===== config.mk =====
export PLATFORM = sky130hd
export DESIGN_NAME = ring_fifo_flat
export DESIGN_NICKNAME = d
export VERILOG_FILES = /design/src/rtl/fifo_pkg.sv /design/src/rtl/ring_fifo_if.sv /design/src/rtl/fifo_ram.sv /design/src/rtl/ring_fifo.sv /design/src/flat_wrapper.sv
export SDC_FILE = /design/constraint.sdc
export NUM_CORES = 1
export LEC_CHECK = 0
export ABC_AREA = 1
export BUFFER_PORTS_ARGS = -buffer_cell sky130_fd_sc_hd__clkbuf_2
export CAP_MARGIN = 20
export CORE_ASPECT_RATIO = 1.1
export CORE_MARGIN = 1.5
export CORE_UTILIZATION = 40
export DETAILED_ROUTE_END_ITERATION = 10
export SLEW_MARGIN = 10
export SYNTH_ARGS = -nofsm -noshare
export SYNTH_HDL_FRONTEND = slang
export SYNTH_HIERARCHICAL = 1
export SYNTH_SLANG_ARGS = --single-unit

===== constraint.sdc =====
create_clock -name clk -period 1.84 [get_ports clk]
set_input_delay 0.092 -clock clk [delete_from_list [all_inputs] [get_ports clk]]
set_output_delay 0.092 -clock clk [all_outputs]
set_load 0.03 [all_outputs]

===== src/rtl/fifo_pkg.sv =====
// Shared sizing helpers and default threshold constants for the ring FIFO slice.
package fifo_pkg;

    localparam int AEMPTY_TH_DEF    = 1;
    // The default almost-full threshold is DEPTH minus this margin.
    localparam int AFULL_MARGIN_DEF = 1;

    function automatic int cnt_w(input int depth);
        return $clog2(depth + 1);
    endfunction

    function automatic int ptr_w(input int depth);
        return (depth > 2) ? $clog2(depth) : 1;
    endfunction

endpackage


===== src/rtl/ring_fifo_if.sv =====
// Push/pop and status bundle for ring_fifo.
// The overflow/underflow flags exist only when RING_FIFO_ERR_FLAGS_EN is defined.
interface ring_fifo_if import fifo_pkg::*; #(
    parameter int DATA_W = 8,
    parameter int DEPTH  = 4
);
    logic                      write;
    logic [DATA_W-1:0]         in;
    logic                      read;
    logic [DATA_W-1:0]         out;
    logic                      val;
    logic                      full;
    logic                      empty;
    logic                      afull;
    logic                      aempty;
    logic [cnt_w(DEPTH)-1:0]   count;
`ifdef RING_FIFO_ERR_FLAGS_EN
    logic                      overflow;
    logic                      underflow;
`endif

`ifdef RING_FIFO_ERR_FLAGS_EN
    modport master (output write, in, read,
                    input  out, val, full, empty, afull, aempty, count, overflow, underflow);
    modport slave  (input  write, in, read,
                    output out, val, full, empty, afull, aempty, count, overflow, underflow);
`else
    modport master (output write, in, read,
                    input  out, val, full, empty, afull, aempty, count);
    modport slave  (input  write, in, read,
                    output out, val, full, empty, afull, aempty, count);
`endif

endinterface


===== src/rtl/fifo_ram.sv =====
// Simple dual-port storage: synchronous write, asynchronous read. No reset on contents.
module fifo_ram #(
    parameter int DATA_W = 8,
    parameter int DEPTH  = 4,
    parameter int ADDR_W = 2
) (
    input  logic              clk,
    input  logic              we,
    input  logic [ADDR_W-1:0] wr_addr,
    input  logic [DATA_W-1:0] wr_data,
    input  logic [ADDR_W-1:0] rd_addr,
    output logic [DATA_W-1:0] rd_data
);

    logic [DATA_W-1:0] mem [DEPTH];

    always_ff @(posedge clk) begin
        if (we) begin
            mem[wr_addr] <= wr_data;
        end
    end

    assign rd_data = mem[rd_addr];

endmodule


===== src/rtl/ring_fifo.sv =====
// Circular-buffer FIFO with registered pop data, occupancy count and threshold flags.
// Optional sticky overflow/underflow flags under RING_FIFO_ERR_FLAGS_EN.
module ring_fifo import fifo_pkg::*; #(
    parameter int DATA_W    = 8,
    parameter int DEPTH     = 4,
    parameter int AFULL_TH  = DEPTH - AFULL_MARGIN_DEF,
    parameter int AEMPTY_TH = AEMPTY_TH_DEF
) (
    input  logic        clk,
    input  logic        rst,
    ring_fifo_if.slave  bus
);

    localparam int CNT_W = cnt_w(DEPTH);
    localparam int PTR_W = ptr_w(DEPTH);

    if (DEPTH < 2 || AFULL_TH < 1 || AFULL_TH > DEPTH || AEMPTY_TH < 0 || AEMPTY_TH >= DEPTH) begin : g_bad_params
        $error("ring_fifo: illegal parameters DEPTH=%0d AFULL_TH=%0d AEMPTY_TH=%0d",
               DEPTH, AFULL_TH, AEMPTY_TH);
    end

    logic [PTR_W-1:0]  wr_ptr;
    logic [PTR_W-1:0]  rd_ptr;
    logic [CNT_W-1:0]  count;
    logic [DATA_W-1:0] out_q;
    logic              val_q;
    logic [DATA_W-1:0] rd_data;
    logic              full;
    logic              empty;
    logic              rd_ok;
    logic              wr_ok;

    assign full  = (count == CNT_W'(DEPTH));
    assign empty = (count == '0);
    // A full FIFO still accepts a write when a pop frees the slot on the same edge.
    assign rd_ok = bus.read & ~empty;
    assign wr_ok = bus.write & (~full | rd_ok);

    function automatic logic [PTR_W-1:0] ptr_next(input logic [PTR_W-1:0] p);
        return (p == PTR_W'(DEPTH - 1)) ? '0 : p + PTR_W'(1);
    endfunction

    fifo_ram #(
        .DATA_W (DATA_W),
        .DEPTH  (DEPTH),
        .ADDR_W (PTR_W)
    ) u_ram (
        .clk     (clk),
        .we      (wr_ok),
        .wr_addr (wr_ptr),
        .wr_data (bus.in),
        .rd_addr (rd_ptr),
        .rd_data (rd_data)
    );

    always_ff @(posedge clk) begin
        if (rst) begin
            wr_ptr <= '0;
            rd_ptr <= '0;
            count  <= '0;
            out_q  <= '0;
            val_q  <= 1'b0;
        end else begin
            val_q <= rd_ok;
            if (wr_ok) begin
                wr_ptr <= ptr_next(wr_ptr);
            end
            if (rd_ok) begin
                rd_ptr <= ptr_next(rd_ptr);
                out_q  <= rd_data;
            end
            case ({wr_ok, rd_ok})
                2'b10:   count <= count + CNT_W'(1);
                2'b01:   count <= count - CNT_W'(1);
                default: count <= count;
            endcase
        end
    end

`ifdef RING_FIFO_ERR_FLAGS_EN
    logic overflow_q;
    logic underflow_q;

    always_ff @(posedge clk) begin
        if (rst) begin
            overflow_q  <= 1'b0;
            underflow_q <= 1'b0;
        end else begin
            if (bus.write & ~wr_ok) overflow_q  <= 1'b1;
            if (bus.read & empty)   underflow_q <= 1'b1;
        end
    end

    assign bus.overflow  = overflow_q;
    assign bus.underflow = underflow_q;
`endif

    assign bus.out    = out_q;
    assign bus.val    = val_q;
    assign bus.count  = count;
    assign bus.full   = full;
    assign bus.empty  = empty;
    assign bus.afull  = (count >= CNT_W'(AFULL_TH));
    assign bus.aempty = (count <= CNT_W'(AEMPTY_TH));

endmodule


===== src/flat_wrapper.sv =====
// flat-port wrapper written by rule: the top's interface ports become plain ports
module ring_fifo_flat import fifo_pkg::*;
#(
    parameter int DATA_W    = 8,
    parameter int DEPTH     = 4,
    parameter int AFULL_TH  = DEPTH - AFULL_MARGIN_DEF,
    parameter int AEMPTY_TH = AEMPTY_TH_DEF
)
  (clk, rst, bus_write, bus_in, bus_read, bus_out, bus_val, bus_full, bus_empty, bus_afull, bus_aempty, bus_count);
  ring_fifo_if #(.DATA_W(DATA_W), .DEPTH(DEPTH)) bus_i ();
  input  logic clk;
  input  logic rst;
  input wire logic [$bits(bus_i.write)-1:0] bus_write;
  input wire logic [$bits(bus_i.in)-1:0] bus_in;
  input wire logic [$bits(bus_i.read)-1:0] bus_read;
  output wire logic [$bits(bus_i.out)-1:0] bus_out;
  output wire logic [$bits(bus_i.val)-1:0] bus_val;
  output wire logic [$bits(bus_i.full)-1:0] bus_full;
  output wire logic [$bits(bus_i.empty)-1:0] bus_empty;
  output wire logic [$bits(bus_i.afull)-1:0] bus_afull;
  output wire logic [$bits(bus_i.aempty)-1:0] bus_aempty;
  output wire logic [$bits(bus_i.count)-1:0] bus_count;
  assign bus_i.write = bus_write;
  assign bus_i.in = bus_in;
  assign bus_i.read = bus_read;
  assign bus_out = bus_i.out;
  assign bus_val = bus_i.val;
  assign bus_full = bus_i.full;
  assign bus_empty = bus_i.empty;
  assign bus_afull = bus_i.afull;
  assign bus_aempty = bus_i.aempty;
  assign bus_count = bus_i.count;
  ring_fifo #(.DATA_W(DATA_W), .DEPTH(DEPTH), .AFULL_TH(AFULL_TH), .AEMPTY_TH(AEMPTY_TH)) u_core (.clk(clk), .rst(rst), .bus(bus_i));
endmodule

==> results.yml, run 1 <==
run_status:
  status: "completed"
clocking:
  root_buffer: "clkbuf_8"
  numCtsBuffers: 5
  clkLatencyLatePin_ns: 0.31
  tritoncts: "built"
  clk_pin_slew_ns: 0.10
  h-tree-depth: 2
  clock_sinks: 48
  cts_resized: 0
  cts.path.max_buffers: 2
finish:
  layout-drive-gt1-share_pct: 22.73
  fillCellCount: 499
  diodes: 0
  utilization_pct: 50.49
  area_growth_pct: 21.52
  nNetsFinal: 304
hold_path:
  hold_start: "bus_in[3]"
  hold_path.class: "in -> reg"
yosys:
  ys_warn_count: 6
  syn_area_per_cell_um2: 9.128
  synth_fp_nets: 263
  syn_area_um2: 2227
  yosysSeqAreaShare_pct: 57.53
  syn_inst: 244
  synth_seq_cells: 48
  ys_types: 24
job:
  drv_cap: 0
setup_path:
  crit_top_cell: "inv_1"
  worstPathCellList: "inv_1 -> ha_1 -> nand3_1 -> nand2_1 -> inv_2 -> inv_1 -> nor3_4 -> buf_4"
  startpoint_type: "flop"
  crit_slowest_cell: "dfxtp_2"
  critPathMaxStageDelay_ns: 0.36
  critPathMaxFanout: 7
  critPathKind: "reg -> reg"
  critPathLaunch: "u_core/bus.count[0]"
  worstPathArrival_ns: 1.76
  endpoint_kind: "flop"
  critPathTopFamily: "buffers and inverters"
  required_ns: 1.86
  critPathBufInv: 4
  r2r-start: "u_core/bus.count[0]"
power_and_ir_drop:
  fin_total_pwr_mw: 3.313
  power_density_nw_per_um2: 1224
  power_frac_comb_pct: 35.3
  intPower_mw: 2.094
  ir_drop_mv: 0.6141
  power_frac_clock_pct: 23.9
  p_leak_nw: 1.310
  seqPwrFrac_pct: 40.8
  power.switching_mw: 1.218
  switching_share_pct: 36.78
floorplan:
  die_x_um: 74.15
  rows: 28
  die_area_um2: 6025
  io_pins: 28
  fp.dieH_um: 81.26
  start_util_pct: 41.55
  design.core.area_um2: 5360
sta:
  period_needed_ns: 1.734
  worst_pin_slew_ns: 0.4015
  drv_slew: 0
  setup_tns_ns: 0
  holdWs_ns: 0.01640
  timing.final.crit_share_pct: 94.21
  slew_headroom_pct: 73.21
  hold_viol_final: 0
  max_freq_mhz: 576.9
  finalSetupViolations: 0
  fin_skew_ns: 0.007052
detailed_routing:
  drt-wirelength-per-cell_um: 12.43
  dr.pass1.iters: 4
  antenna_left: 0
  via_per_inst: 4.427
  wl_um: 4489
  vias: 1598
  drc: 0
  drtIter0Drc: 87
global_routing:
  grt_max_degree: 18
  first_global_vias: 1425
  antenna_found_initial: 0
  grt_pass1_wl_um: 7141
  overflow: 0
  track_usage_pct: 16.52
placement:
  gp_congestion: 0.7727
  port_buffers: 27
  dp_hpwl_um: 3378
==> through the flow <==
| stage | instances | setup WS, ns | cell area (um^2) |
|---|---|---|---|
| finish | 361 | 0.1065 | 2706 |
| global route | 361 | -0.008896 | 2706 |
| CTS | 357 | 0.07482 | 2639 |
| detailed placement | 348 | 0.08873 | 2510 |
| global placement | 348 | 0.1323 | 2510 |
| floorplan | 244 | 0.006421 | 2275 |
==> layout make-up <==
type	count	area [um^2]	area share [%]
timing repair buffer	41	280.3	10.36
tap	75	93.84	3.467
multi-input combinational	138	735.7	27.18
sequential	48	1284	47.43
clock inverter	3	50.05	1.849
inverter	51	193.9	7.166
clock buffer	5	68.82	2.543
==> cell usage in the layout, fill, tap and decap left out, types with 5 or more instances in the layout <==
| cell | instances |
|---|---|
| nand2_1 | 53 |
| inv_1 | 47 |
| edfxtp_1 | 32 |
| nor2_1 | 29 |
| clkbuf_2 | 27 |
| nand3_1 | 21 |
| dfxtp_1 | 14 |
| buf_4 | 10 |
| o21ai_1 | 9 |
| ha_1 | 7 |
| clkbuf_8 | 5 |
==> worst register-to-register path, delay by kind of cell (launching register included) <==
family | cells | cell delay [ns]
simple gates | 3 | 0.41
flops | 1 | 0.36
buf+inv | 4 | 0.49
fa+ha+maj | 1 | 0.21
==> Yosys cell counts <==
cell type | count | share of area (%)
nand2_4 | 2 | 1.0
a21oi_2 | 1 | 0.39
nor2_2 | 1 | 0.28
nand2_2 | 1 | 0.28
nor3_1 | 4 | 0.90
buf_4 | 1 | 0.34
inv_2 | 3 | 0.51
nand2_1 | 53 | 8.9
a21oi_1 | 2 | 0.45
o21ai_1 | 9 | 2.0
nor2_1 | 29 | 4.9
nand3_4 | 2 | 1.6
o211a_1 | 1 | 0.45
ha_1 | 7 | 3.9
clkbuf_1 | 1 | 0.17
inv_4 | 1 | 0.28
nand3_1 | 21 | 4.7
inv_1 | 47 | 7.9
o21ai_0 | 4 | 0.90
buf_6 | 4 | 2.0
buf_2 | 1 | 0.22
nand4_1 | 1 | 0.28
dfxtp_1 | 16 | 14
edfxtp_1 | 32 | 43
==> per-layer routing <==
layer  wire, um  global-route usage [%]  vias up
li1           -                       -      846
met1       1981                   21.46      704
met5          0                       0        -
met3        234                   3.970        7
met2       2214                   26.79       41
met4         59                   5.741        0
==> state kept, by name, summed over array words and instances (netlist names) <==
signal	cells
u_core/bus.count	3
u_core/bus.out	8
u_core/bus.val	1
u_core/rd_ptr	2
u_core/u_ram/mem	32
u_core/wr_ptr	2
==> path summary, 6_finish.rpt <==
| kind | to | slack (ns) | cells after the start |
|---|---|---|---|
| worst min register to register | u_core/bus.out[6] | 0.49 | 2 |
| worst max register to register | u_core/u_ram/mem[2][2] | 0.11 | 8 |
| worst min-delay path | u_core/u_ram/mem[3][3] | 0.02 | 1 |
| worst max-delay path | u_core/u_ram/mem[2][2] | 0.11 | 8 |
==> cell families (layout without fill, tap and decap cells) <==
group	after synthesis	in the layout	share of synthesized area, %
simple gates	114	114	22.87
buf+inv	58	100	11.46
fa+ha+maj	7	7	3.932
flops	48	48	57.53
compound gates	17	17	4.213
==> power by group through the flow <==
stage               clock network [mW]  logic (mW)  registers [mW]
floorplan                            0       0.726            1.50
global placement                     0        1.15            1.37
detailed placement                   0        1.15            1.38
CTS                              0.824        1.15            1.36
global route                     0.855        1.30            1.37
finish                           0.792        1.17            1.35
==> repair_timing <==
item                                    CTS  global route
setup buffers                             0             4
endpoints found under the hold margin     1             0
hold buffers                              1             0
endpoints found under the setup margin    0            32
Power figures use the tool's default switching activity.
==> run 2: changes to the inputs <==
Settings changed: CTS_CLUSTER_SIZE set to 24, RECOVER_POWER set to 100.
==> run 2 against run 1 <==
Effect of this change:
- sequential share of layout area is 0.87 points higher
- die area stayed put
- combinational power is 5% lower
- critical path depth unchanged
- critical endpoint unchanged
- largest power group unchanged
==> results.yml, run 2 (synthesis results as in run 1) <==
global_routing:
  grt_max_degree: 18
  grt_pass1_wl_um: 7141
  track_usage_pct: 16.52
  antenna_found_initial: 0
  overflow: 0
  first_global_vias: 1425
placement:
  place_area_um2: 2510
  port_buffers: 27
  gp_congestion: 0.7727
  dp_hpwl_um: 3378
floorplan:
  design.core.area_um2: 5360
  fp.dieH_um: 81.26
  rows: 28
  io_pins: 28
  die_area_um2: 6025
  die_x_um: 74.15
  start_util_pct: 41.55
clocking:
  clock_sinks: 48
  tritoncts: "built"
  cts_resized: 0
  clk_pin_slew_ns: 0.10
  numCtsBuffers: 5
  h-tree-depth: 2
  cts.path.max_buffers: 2
  root_buffer: "clkbuf_8"
  clkLatencyLatePin_ns: 0.31
setup_path:
  critPathKind: "reg -> reg"
  endpoint_kind: "flop"
  startpoint_type: "flop"
  reg2reg_depth: 8
  r2r_setup_slack_ns: 0.10
  r2r-start: "u_core/bus.count[0]"
  critPathMaxFanout: 7
  required_ns: 1.87
  timing.rr.end: "u_core/u_ram/mem[2][2]"
  worstPathArrival_ns: 1.76
finish:
  layout_common_cells: "nand2_1 (55), inv_1 (47), edfxtp_1 (32)"
  utilization_pct: 49.58
  top_register: "u_core/u_ram/mem"
  nNetsFinal: 304
  fillCellCount: 520
  largest_reg_flops: 32
  design_area_um2: 2658
  layout_commonest_cell: "nand2_1"
  multiInputGateArea_um2: 721.9
  diodes: 0
  area_growth_pct: 19.33
  seqCellArea_um2: 1284
  layout-drive-gt1-share_pct: 13.29
sta:
  period_needed_ns: 1.736
  max_freq_mhz: 576.0
  drv_slew: 0
  timing.final.crit_share_pct: 94.36
  fin_skew_ns: 0.006155
  finalSetupViolations: 0
  worst_pin_slew_ns: 0.4652
  slew_headroom_pct: 68.91
  hold_viol_final: 0
detailed_routing:
  antenna_left: 0
  dr.pass1.iters: 4
  drt-wirelength-per-cell_um: 12.57
  drc: 0
  via_per_inst: 4.454
  wl_um: 4536
  drtIter0Drc: 76
  vias: 1608
hold_path:
  whs_path_depth: 1
  holdPathEnd: "u_core/u_ram/mem[3][3]"
  hold_start: "bus_in[3]"
  hold_path.class: "in -> reg"
power_and_ir_drop:
  intPower_mw: 2.052
  fin_total_pwr_mw: 3.264
  power.switching_mw: 1.212
  power_frac_comb_pct: 34.2
  power_frac_clock_pct: 24.4
  p_leak_nw: 1.227
  seqPwrFrac_pct: 41.5
  switching_share_pct: 37.12
  power_density_nw_per_um2: 1228
  ir_drop_mv: 0.6168
run_status:
  status: "completed"
job:
  drv_cap: 0
[run 2: cell count changes in the layout (fill, tap and decap cells not counted), sizes merged]
cell    delta
buf        -2
clkbuf     +2
[run 2: worst max path at each step]
stage,from,endpoint,depth (start not counted)
3_5_place_dp,u_core/bus.count[0],u_core/u_ram/mem[3][6],7
3_3_place_gp,u_core/bus.count[0],u_core/u_ram/mem[0][3],7
2_1_floorplan,u_core/bus.count[0],u_core/u_ram/mem[3][0],7
6_report,u_core/bus.count[0],u_core/u_ram/mem[2][2],8
4_1_cts,u_core/bus.count[0],u_core/u_ram/mem[3][2],7
5_1_grt,u_core/bus.count[0],u_core/u_ram/mem[2][4],8
[run 2: timing repair]
action,4_1_cts,5_1_grt
hold buffers,1,0
endpoints found under the setup margin,0,32
setup buffers,0,4
endpoints found under the hold margin,1,0
[run 2: metrics by stage]
stage,hold WS [ns],worst slack (ns),TNS [ns],instances
final,0.08024,0.1038,0,361
after detailed placement,0.3158,0.08873,0,348
after global routing,0.08505,-0.007645,-0.08175,361
after CTS,0.01302,0.07482,0,357
after floorplan,0.1644,0.006421,0,244
after global placement,0.3205,0.1323,0,348
[run 2: layer usage]
metal  up-vias  global-route usage [%]  share of wire [%]
met2        52                   26.79                 49
li1        846                       -                  -
met1       702                   21.46                 43
met3         8                   3.970                7.0
met5         -                       0                  0
met4         0                   5.741                1.4
[run 2: cell type report]
cell class / instances / share of cell area [%]
Clock buffer: 5 / 2.589
Sequential cell: 48 / 48.31
Multi-Input combinational cell: 138 / 27.17
Tap cell: 75 / 3.531
Timing Repair Buffer: 41 / 9.228
Inverter: 51 / 7.298
Clock inverter: 3 / 1.883
[run 2: power by group through the flow]
stage / Clock, mW / Sequential, mW / Combinational [mW]
2_1_floorplan: 0 / 1.50 / 0.726
3_3_place_gp: 0 / 1.37 / 1.15
3_5_place_dp: 0 / 1.38 / 1.15
4_1_cts: 0.824 / 1.36 / 1.15
5_1_grt: 0.855 / 1.37 / 1.24
6_report: 0.796 / 1.35 / 1.11
[run 2: critical path, stage by stage (launching register included)]
cell and delay [ns]:
dfxtp_2 0.36, inv_1 0.06, ha_1 0.21, nand3_1 0.08, nand2_1 0.09, inv_2 0.08
inv_1 0.16, nor3_4 0.24, buf_4 0.18
